<file path="src/rtl/arb_pkg.sv">
// arb_pkg: shared constants, state encoding and round-robin pick helper for rr_arbiter4
package arb_pkg;
  localparam int N_REQ = 4;
  localparam int ID_W = 2;
  typedef enum logic {ST_IDLE = 1'b0, ST_BUSY = 1'b1} st_e;
  typedef struct packed {
    logic found;
    logic [ID_W-1:0] idx;
  } pick_t;
  // Descending scan so the last hit is the highest-priority requester.
  function automatic pick_t rr_pick(input logic [N_REQ-1:0] req, input logic [ID_W-1:0] ptr);
    pick_t p;
    logic [ID_W-1:0] k;
    p = '0;
    for (int i = N_REQ - 1; i >= 0; i--) begin
      k = ptr + ID_W'(i);
      if (req[k]) begin
        p.found = 1'b1;
        p.idx = k;
      end
    end
    return p;
  endfunction
endpackage

</file>
<file path="src/rtl/Decoder.sv">
// Decoder: 2-to-4 one-hot decoder with enable
module Decoder (
  input  logic       enable,
  input  logic       s0,
  input  logic       s1,
  output logic [3:0] y
);
  always_comb y = enable ? 4'b0001 << {s1, s0} : 4'b0000;
endmodule

</file>
<file path="src/rtl/rr_arbiter4.sv">
// rr_arbiter4: four-requester round-robin arbiter with optional hold-time limit
module rr_arbiter4
  import arb_pkg::*;
#(
  parameter int MAX_HOLD = 16
) (
  input  logic             clk,
  input  logic             rst_n,
  input  logic             arb_en,
  input  logic [N_REQ-1:0] req,
  output logic [N_REQ-1:0] grant,
  output logic [ID_W-1:0]  grant_id,
  output logic             busy,
  output logic             timeout
);
  localparam logic [7:0] HOLD_LAST = 8'(MAX_HOLD - 1);
  st_e state_q, state_d;
  logic [ID_W-1:0] id_q, id_d, ptr_q, ptr_d;
  logic [7:0] hold_cnt_q, hold_cnt_d;
  logic timeout_q, timeout_d;
  logic keep, expire;
  pick_t pk;
  always_comb begin
    state_d = state_q;
    id_d = id_q;
    ptr_d = ptr_q;
    hold_cnt_d = hold_cnt_q;
    timeout_d = 1'b0;
    keep = state_q == ST_BUSY && req[id_q];
    expire = MAX_HOLD != 0 && hold_cnt_q == HOLD_LAST;
    // A revoked owner is masked out; a releasing owner already has req low.
    pk = rr_pick(keep ? req & ~(N_REQ'(1) << id_q) : req, ptr_q);
    if (!arb_en) state_d = ST_IDLE;
    else if (keep && !expire) hold_cnt_d = hold_cnt_q == 8'hFF ? hold_cnt_q : hold_cnt_q + 8'd1;
    else begin
      timeout_d = keep;
      state_d = pk.found ? ST_BUSY : ST_IDLE;
      if (pk.found) begin
        id_d = pk.idx;
        ptr_d = pk.idx + 2'd1;
        hold_cnt_d = '0;
      end
    end
  end
  always_ff @(posedge clk or negedge rst_n) begin
    if (!rst_n) begin
      state_q <= ST_IDLE;
      id_q <= '0;
      ptr_q <= '0;
      hold_cnt_q <= '0;
      timeout_q <= 1'b0;
    end else begin
      state_q <= state_d;
      id_q <= id_d;
      ptr_q <= ptr_d;
      hold_cnt_q <= hold_cnt_d;
      timeout_q <= timeout_d;
    end
  end
  assign busy = state_q == ST_BUSY;
  assign grant_id = id_q;
  assign timeout = timeout_q;
  Decoder u_dec (.enable(busy), .s0(id_q[0]), .s1(id_q[1]), .y(grant));
endmodule

</file>
<file path="config.mk">
export PLATFORM = sky130hd
export DESIGN_NAME = rr_arbiter4
export DESIGN_NICKNAME = d
export VERILOG_FILES = /design/src/rtl/arb_pkg.sv /design/src/rtl/Decoder.sv /design/src/rtl/rr_arbiter4.sv
export SDC_FILE = /design/constraint.sdc
export NUM_CORES = 1
export LEC_CHECK = 0
export CORE_MARGIN = 3
export CORE_UTILIZATION = 35
export CTS_CLUSTER_DIAMETER = 30
export DETAILED_ROUTE_END_ITERATION = 6
export HOLD_SLACK_MARGIN = 0.02
export MAX_ROUTING_LAYER = met4
export RECOVER_POWER = 25
export SLEW_MARGIN = 5
export SYNTH_ARGS = -nofsm -noshare
export SYNTH_HDL_FRONTEND = slang
export SYNTH_HIERARCHICAL = 1
export SYNTH_SLANG_ARGS = --single-unit
</file>
<file path="constraint.sdc">
create_clock -name clk -period 1.77 [get_ports clk]
set_input_delay 0.531 -clock clk [delete_from_list [all_inputs] [get_ports clk]]
set_output_delay 0.531 -clock clk [all_outputs]
set_load 0.005 [all_outputs]
</file>
==> flow_metrics.env, run 1 <==
export IMPL_status="complete, but fails checks"
export IMPL_violations="negative setup slack"
export IMPL_rsz0062_at_grt="yes"
export IMPL_hp_class="register to register"
export IMPL_setup_ws_ps=-227.6
export IMPL_p_per_area_nw_per_um2=1042
export IMPL_grt_pass1_wl_mm=5.181
export IMPL_slew_viol_final=0
export IMPL_p_comb_frac=0.586
export IMPL_synthTopCellsByArea="dfrtp_1, nand2_1, o21ai_0, o31ai_1, or4_1"
export IMPL_cts_buffers=3
export IMPL_ys_ff_latch=14
export IMPL_synthCells=104
export IMPL_io_pins=15
export IMPL_final_antenna_net_count=0
export IMPL_synth_nets=112
export IMPL_hold_viol=0
export IMPL_routedWlPerCell_um=15.87
export IMPL_cts_tree="done"
export IMPL_p_int_mw=1.059
export IMPL_die_y_um=58.98
export IMPL_root_buffer="clkbuf_4"
export IMPL_viasPerCell=5.653
export IMPL_fmax_mhz=500.6
export IMPL_worst_hold_path_num_cells=1
export IMPL_overflow=0
export IMPL_insertion_delay_ps=290
export IMPL_grt_pass1_vias=1065
export IMPL_pwr_share_clk=0.143
export IMPL_dr_pass1_iters=4
export IMPL_worstPathRequired_ps=1940
export IMPL_cts_buffer_depth=2
export IMPL_slew_headroom=0.4700
export IMPL_fin_crit_ps=1998
export IMPL_synth_avg_cell_area_um2=9.444
export IMPL_fin_crit_sh=1.129
export IMPL_fp_coreArea_um2=2567
export IMPL_area_delta_synth_final_pct=61.27
export IMPL_rr_worst_depth=7
export IMPL_clock_sinks=14
export IMPL_worstPathArrival_ps=2170
export IMPL_yosys_area_top_type="dfrtp_1"
export IMPL_grt_start_max_net_pins=15
export IMPL_yosysWarnings=6
export IMPL_track_usage=0.2004
export IMPL_cp_end_kind="register"
export IMPL_ys_async_sr_fraction=1.000
export IMPL_synth_top_cell_area_share=0.3567
export IMPL_ir_worst_vdd_mv=0.7495
export IMPL_critPathKind="register to register"
export IMPL_drive_gt1_frac=0.4847
export IMPL_post_place_ws_ps=-683.9
export IMPL_crit_fanout=5
export IMPL_hpwl_mm=1.938
export IMPL_hold_ws_ps=542.2
export IMPL_p_leak_nw=0.7102
export IMPL_worst_slew_pin_slew_ps=795.1
export IMPL_drc=0
export IMPL_routed_wl_mm=3.063
export IMPL_n_antenna_cell=0
export IMPL_drtIter0Drc=50
export IMPL_skew_ps=7.690
export IMPL_antenna_found_initial=0
export IMPL_num_nets_final=172
export IMPL_clkSlewWorstSetupHoldPaths_ps=90
export IMPL_port_buffers=14
export IMPL_switching_share=0.3584
export IMPL_finish_utilization=0.6170
export IMPL_synth_edf_count=0
export IMPL_max_cap_violations=0
export IMPL_num_vias=1091
export IMPL_finalSetupViolCount=14
export IMPL_synthFlopType="dfrtp_1"
export IMPL_synth_cell_types=47
export IMPL_htreeDepth=1
export IMPL_worstSetupStartpointType="register"
export IMPL_p_sw_mw=0.5914
export IMPL_row_count=18
export IMPL_die_x_um=58.98
export IMPL_die_area_um2=3478
export IMPL_netlist_area_um2=982.2
export IMPL_seq_power_share=0.271
export IMPL_gp_congestion=0.8091
export IMPL_seq_area_frac_synth=0.3567
export IMPL_initial_core_util=0.3826
area by class of cell:
cell class	count	area (um2)
fillers	210	983.4
multi-input cells	85	665.6
repair buffers	58	485.5
flip-flops and latches	14	351.6
well taps	30	37.54
clock buffers	4	36.28
inverters	2	7.507
power by group through the flow:
stage	registers [mW]	logic, mW	clock network, mW
4_1_cts	0.446	0.876	0.238
5_1_grt	0.458	1.05	0.245
2_1_floorplan	0.466	0.388	0
3_5_place_dp	0.474	0.679	0
6_report	0.447	0.967	0.237
3_3_place_gp	0.471	0.670	0
per-layer routing:
layer	wire length (um)	track usage
met1	1358	0.2575
met2	1481	0.3312
met3	159	0.04139
met4	64	0.03236
met5	0	-
per-stage QoR:
stage / setup TNS [ps] / cell area, um2 / total power, mW / instances
2_1_floorplan: -1540 / 984.7 / 0.8533 / 104
3_3_place_gp: -8503 / 1354 / 1.141 / 174
3_5_place_dp: -8910 / 1354 / 1.152 / 174
4_1_cts: -1418 / 1533 / 1.559 / 189
5_1_grt: -3065 / 1584 / 1.749 / 193
6_report: -1693 / 1584 / 1.650 / 193
worst max-delay path, cell delays in order (launching register included):
cell      delay (ps)
dfrtp_1          410
buf_6            140
mux4_2           340
and2_4           160
a211oi_4          50
buf_6            130
or3b_4           390
mux2_2           270
kinds of logic after synthesis:
family                   count (synthesis)  share of synthesized area
AO/OA/AOI/OAI                           31                     0.2319
adder cells (fa/ha/maj)                  1                    0.01274
buffers and inverters                    5                    0.03439
flip-flops                              14                     0.3567
multiplexers                             3                    0.04458
AND/OR/NAND/NOR                         50                     0.3198
synthesized netlist by cell type (2+ instances only):
library cell,n
nor3_1,2
nand4_1,4
nand3b_1,2
or4_1,4
o21ai_0,6
nor2_1,4
o31ai_1,4
and2_1,2
and3b_1,2
buf_6,2
nand2_1,10
or2_2,3
or3b_1,2
inv_1,2
o211a_1,2
o21a_1,2
dfrtp_1,14
a31oi_1,2
and3_1,3
a21oi_1,5
path summary, 6_finish.rpt:
kind	from	slack [ps]	end
max	grant_id[0]	-230	hold_cnt_q[0]
min	hold_cnt_q[1]	540	hold_cnt_q[1]
max reg2reg	grant_id[0]	-230	hold_cnt_q[0]
min reg2reg	hold_cnt_q[1]	540	hold_cnt_q[1]
max in group asynchronous	rst_n	390	grant_id[1]
min in group asynchronous	rst_n	830	busy
sequential cells by signal, indices dropped and copies added, names as in the netlist:
name / count
busy: 1
timeout: 1
hold_cnt_q: 8
grant_id: 2
ptr_q: 2
layout by cell type (no fill, tap or decap), types with 3 or more instances in the layout:
| master | count |
|---|---|
| o31ai_1 | 4 |
| nand4_1 | 4 |
| or2_2 | 3 |
| buf_4 | 31 |
| clkbuf_4 | 3 |
| nor2_1 | 4 |
| a21oi_2 | 3 |
| clkdlybuf4s15_1 | 3 |
| or4_1 | 4 |
| and3_1 | 3 |
| dfrtp_1 | 13 |
| buf_2 | 3 |
| nand2_1 | 8 |
| buf_6 | 13 |
| o21ai_0 | 4 |
repair_timing:
item                                    in CTS  in global routing
pin swaps                                   12                  4
endpoints found under the hold margin        0                  0
resized for setup                           44                 18
setup buffers                               13                  6
endpoints found under the setup margin      21                 19
hold buffers                                 0                  0
Note: power is estimated with default switching activity, not from simulation.
==> inputs of run 2 (changes only) <==
SKIP_LAST_GASP = 1   (was not set)
==> flow_metrics.env, run 2 (synthesis results as in run 1) <==
export IMPL_clock_sinks=14
export IMPL_track_usage=0.1991
export IMPL_skew_ps=5.064
export IMPL_grt_start_max_net_pins=15
export IMPL_final_antenna_net_count=0
export IMPL_status="complete, but fails checks"
export IMPL_overflow=0
export IMPL_p_sw_mw=0.6321
export IMPL_seq_power_share=0.255
export IMPL_row_count=18
export IMPL_crit_chain="buf_6, mux4_2, and2_4, a211oi_4, buf_4, o31ai_1, a21oi_1"
export IMPL_gp_congestion=0.8091
export IMPL_grt_pass1_wl_mm=5.133
export IMPL_slew_viol_final=0
export IMPL_routedWlPerCell_um=15.96
export IMPL_port_buffers=14
export IMPL_htreeDepth=1
export IMPL_regToRegEndpoint="hold_cnt_q[6]"
export IMPL_insertion_delay_ps=290
export IMPL_holdBufCountCts=0
export IMPL_cts_tree="done"
export IMPL_p_per_area_nw_per_um2=1066
export IMPL_die_area_um2=3478
export IMPL_drtIter0Drc=24
export IMPL_cpMaxStageDelayCell="mux4_2"
export IMPL_finalSetupViolCount=19
export IMPL_finish_utilization=0.6404
export IMPL_multi_input_area_um2=700.7
export IMPL_fmax_mhz=497.1
export IMPL_cp_end_kind="register"
export IMPL_drc=0
export IMPL_fillers=202
export IMPL_viasPerCell=5.482
export IMPL_worstPathArrival_ps=2230
export IMPL_endpoint="hold_cnt_q[6]"
export IMPL_cts_buffers=3
export IMPL_p_comb_frac=0.610
export IMPL_ir_worst_vdd_mv=0.7652
export IMPL_cp_slowest_stage_delay_ps=540
export IMPL_tns_ps=-2581
export IMPL_largest_reg_flops=8
export IMPL_stdcell_count=197
export IMPL_grt_pass1_vias=1066
export IMPL_n_antenna_cell=0
export IMPL_ff_latch_area_um2=351.6
export IMPL_setup_ws_ps=-241.8
export IMPL_io_pins=15
export IMPL_dpl_instance_area_um2=1354
export IMPL_drive_gt1_frac=0.4910
export IMPL_area_delta_synth_final_pct=67.39
export IMPL_crit_fanout=5
export IMPL_root_buffer="clkbuf_4"
export IMPL_num_nets_final=176
export IMPL_post_place_ws_ps=-683.9
export IMPL_layout_common_cells="buf_4, dfrtp_1, buf_6"
export IMPL_die_x_um=58.98
export IMPL_worstSetupStartpointType="register"
export IMPL_routed_wl_mm=3.144
export IMPL_hp_class="register to register"
export IMPL_reg2reg_from="grant_id[0]"
export IMPL_num_vias=1080
export IMPL_dp_cells=174
export IMPL_p_leak_nw=0.7610
export IMPL_fin_crit_ps=2012
export IMPL_fin_crit_sh=1.137
export IMPL_slew_headroom=0.4746
export IMPL_p_int_mw=1.121
export IMPL_switching_share=0.3605
export IMPL_dr_pass1_iters=4
export IMPL_r2r_slack_ps=-240
export IMPL_violations="negative setup slack"
export IMPL_final_common_cell="buf_4"
export IMPL_fin_area_um2=1644
export IMPL_worst_slew_pin_slew_ps=788.1
export IMPL_fp_coreArea_um2=2567
export IMPL_crit_start="grant_id[0]"
export IMPL_clkSlewWorstSetupHoldPaths_ps=90
export IMPL_regMostFlops="hold_cnt_q"
export IMPL_max_cap_violations=0
export IMPL_rsz0062_at_grt="yes"
export IMPL_hpwl_mm=1.938
export IMPL_pwr_share_clk=0.135
export IMPL_initial_core_util=0.3826
export IMPL_critPathKind="register to register"
export IMPL_hold_viol=0
export IMPL_cts_buffer_depth=2
export IMPL_die_y_um=58.98
export IMPL_rr_worst_depth=7
export IMPL_antenna_found_initial=0
export IMPL_worstPathRequired_ps=1990
[run 2: cell count changes in the layout (fill, tap and decap cells not counted), sizes merged]
cell,delta
dlygate4sd2,+1
buf,+2
dlymetal6s2s,+1
nor2,+1
clkdlybuf4s15,+1
clkbuf,-2
[run 2: how the worst min path moves through the flow]
stage                             start       endpoint  slack [ps]  cells past startpoint
after global routing      hold_cnt_q[1]  hold_cnt_q[1]         570                      1
after CTS                 hold_cnt_q[1]  hold_cnt_q[1]         550                      1
after detailed placement  hold_cnt_q[1]  hold_cnt_q[1]         510                      1
after global placement    hold_cnt_q[1]  hold_cnt_q[1]         520                      1
after floorplan                   rst_n           busy         240                      0
final                     hold_cnt_q[1]  hold_cnt_q[1]         540                      1
[run 2: worst max-delay path: cells and delay by family (launching register included)]
kind | cells | cell delay (ps)
and+or+nand+nor | 1 | 200
buffers and inverters | 2 | 310
DFF | 1 | 380
muxes | 1 | 540
AOI/OAI and AO/OA | 3 | 510
[run 2: stage by stage]
step | hold WS, ps | total power, mW
floorplan | 235.4 | 0.8533
global placement | 520.8 | 1.141
detailed placement | 513.2 | 1.152
CTS | 550.3 | 1.546
global route | 574.2 | 1.859
finish | 541.8 | 1.753
[run 2: power groups by stage]
stage                     combinational [mW]  clock [mW]  sequential [mW]
after detailed placement               0.679           0            0.474
after global routing                    1.15       0.248            0.456
after floorplan                        0.388           0            0.466
after CTS                              0.865       0.238            0.443
final                                   1.07       0.237            0.446
after global placement                 0.670           0            0.471
[run 2: routing by layer]
layer	up-vias	part of all wire	track usage	wire, um
li1	532	-	-	-
met1	518	0.45	0.2565	1421
met2	22	0.50	0.3186	1568
met3	8	0.035	0.04139	110
met4	0	0.013	0.05178	42
met5	-	0	-	0
[run 2: layout make-up]
type | count | share of cell area
clock buffers | 4 | 0.02207
inverters | 2 | 0.004566
multi-input cells | 86 | 0.4262
flip-flops and latches | 14 | 0.2139
well taps | 30 | 0.02283
repair buffers | 61 | 0.3105
[run 2: timing repair]
action,in CTS,in global routing
setup buffers,13,8
cloned,0,1
setup endpoints to repair,21,19
pin swaps,10,17
gates resized for setup,41,18
==> inputs of run 3 (changes only) <==
CORE_MARGIN = not set   (was 3)
CTS_CLUSTER_SIZE = 40   (was not set)
PLACE_DENSITY = 0.66   (was not set)
==> flow_metrics.env, run 3 (synthesis results as in run 1) <==
export IMPL_status="complete, but fails checks"
export IMPL_violations="negative setup slack"
export IMPL_reg2reg_from="grant_id[0]"
export IMPL_crit_family="multiplexers"
export IMPL_dr_pass1_iters=4
export IMPL_hold_end="hold_cnt_q[1]"
export IMPL_holdBufCountCts=0
export IMPL_cp_num_cells=7
export IMPL_crit_fanout=10
export IMPL_fp_coreArea_um2=2567
export IMPL_grt_pass1_vias=1069
export IMPL_gp_congestion=0.8589
export IMPL_max_cap_violations=0
export IMPL_fmax_mhz=494.7
export IMPL_critPathKind="register to register"
export IMPL_ir_worst_vdd_mv=0.5640
export IMPL_viasPerCell=5.635
export IMPL_rr_worst_depth=7
export IMPL_htreeDepth=1
export IMPL_drtIter0Drc=9
export IMPL_worstPathRequired_ps=1950
export IMPL_cp_end_kind="register"
export IMPL_overflow=0
export IMPL_port_buffers=14
export IMPL_p_sw_mw=0.5530
export IMPL_pwr_share_clk=0.142
export IMPL_rsz0062_at_grt="yes"
export IMPL_regToRegEndpoint="hold_cnt_q[0]"
export IMPL_cts_tree="done"
export IMPL_worstSetupStartpointType="register"
export IMPL_skew_ps=13.90
export IMPL_cp_slowest_stage_delay_ps=420
export IMPL_p_comb_frac=0.582
export IMPL_setup_ws_ps=-251.3
export IMPL_die_y_um=54.98
export IMPL_slew_headroom=0.4729
export IMPL_io_pins=15
export IMPL_drc=0
export IMPL_cpMaxStageDelayCell="dfrtp_1"
export IMPL_layout_common_cells="buf_4, dfrtp_1, buf_6"
export IMPL_worstPathArrival_ps=2200
export IMPL_worst_slew_pin_slew_ps=790.6
export IMPL_worst_hold_path_num_cells=1
export IMPL_p_leak_nw=0.7223
export IMPL_regMostFlops="hold_cnt_q"
export IMPL_hp_class="register to register"
export IMPL_cts_buffer_depth=2
export IMPL_clock_sinks=14
export IMPL_dp_cells=176
export IMPL_cts_buffers=3
export IMPL_critPathBufInv=2
export IMPL_num_vias=1082
export IMPL_root_buffer="clkbuf_4"
export IMPL_insertion_delay_ps=280
export IMPL_stdcell_count=192
export IMPL_drive_gt1_frac=0.4506
export IMPL_n_antenna_cell=0
export IMPL_largest_reg_flops=8
export IMPL_die_x_um=54.98
export IMPL_switching_share=0.3441
export IMPL_fillers=224
export IMPL_final_common_cell="buf_4"
export IMPL_initial_core_util=0.3826
export IMPL_clkSlewWorstSetupHoldPaths_ps=90
export IMPL_hpwl_mm=1.969
export IMPL_slew_viol_final=0
export IMPL_row_count=18
export IMPL_fin_crit_sh=1.142
export IMPL_final_antenna_net_count=0
export IMPL_seq_power_share=0.276
export IMPL_p_int_mw=1.054
export IMPL_routed_wl_mm=2.778
export IMPL_p_per_area_nw_per_um2=1014
export IMPL_track_usage=0.2137
export IMPL_finalSetupViolCount=15
export IMPL_grt_pass1_wl_mm=4.471
export IMPL_finish_utilization=0.6174
export IMPL_routedWlPerCell_um=14.47
export IMPL_dpl_instance_area_um2=1369
export IMPL_antenna_found_initial=0
export IMPL_grt_start_max_net_pins=15
export IMPL_fin_crit_ps=2021
export IMPL_fin_area_um2=1585
export IMPL_die_area_um2=3022
export IMPL_crit_chain="buf_6, mux4_2, and2_4, a211oi_4, buf_12, or3b_4, mux2_4"
export IMPL_num_nets_final=171
export IMPL_hold_start="hold_cnt_q[1]"
export IMPL_r2r_slack_ps=-250
export IMPL_hold_viol=0
export IMPL_area_delta_synth_final_pct=61.40
==> run 3: changes by cell type in the layout (fill, tap and decap cells not counted), sizes merged <==
cell / before / now
dlymetal6s2s: 1 / 0
buf: 49 / 46
nor2: 6 / 5
==> run 3: metrics by stage <==
step	setup slack, ps	total power [mW]	hold WS, ps	setup TNS [ps]
after floorplan	-182.7	0.8533	235.4	-1540
after detailed placement	-780.7	1.161	553.5	-9274
after global routing	-288.3	1.709	592.3	-3024
after global placement	-675.4	1.139	511.0	-8333
after CTS	-254.4	1.570	552.3	-2212
final	-251.3	1.607	571.7	-2078
==> run 3: per-layer routing <==
metal	GRT usage	up-vias	part of all wire
met1	0.2322	536	0.41
met5	-	-	0
li1	-	522	-
met3	0.01639	2	0.031
met4	0.07500	0	0.0043
met2	0.4036	22	0.56
==> run 3: power by group through the flow <==
stage	clock network [mW]	logic [mW]	registers, mW
6_report	0.229	0.935	0.443
5_1_grt	0.250	1.01	0.453
4_1_cts	0.236	0.893	0.441
3_5_place_dp	0	0.694	0.466
3_3_place_gp	0	0.680	0.460
2_1_floorplan	0	0.388	0.466
==> run 3: what timing repair did <==
item,in CTS,in global routing
endpoints found under the setup margin,21,19
buffers inserted,13,2
resized for setup,42,12
endpoints found under the hold margin,0,0
pin swaps,11,7
==> run 3: worst max path at each step <==
stage | to | start | slack (ps)
2_1_floorplan | hold_cnt_q[0] | grant_id[0] | -180
3_3_place_gp | hold_cnt_q[0] | req[3] | -680
3_5_place_dp | hold_cnt_q[1] | req[3] | -780
4_1_cts | hold_cnt_q[0] | grant_id[0] | -250
5_1_grt | hold_cnt_q[0] | grant_id[0] | -290
6_report | hold_cnt_q[0] | grant_id[0] | -250
==> run 3: layout make-up <==
cell class / instances / area (um2) / share of cell area
Inverter: 2 / 7.507 / 0.004736
Multi-Input combinational cell: 85 / 671.9 / 0.4238
Tap cell: 30 / 37.54 / 0.02368
Sequential cell: 14 / 350.3 / 0.2210
Clock buffer: 4 / 36.28 / 0.02289
Timing Repair Buffer: 57 / 481.7 / 0.3039
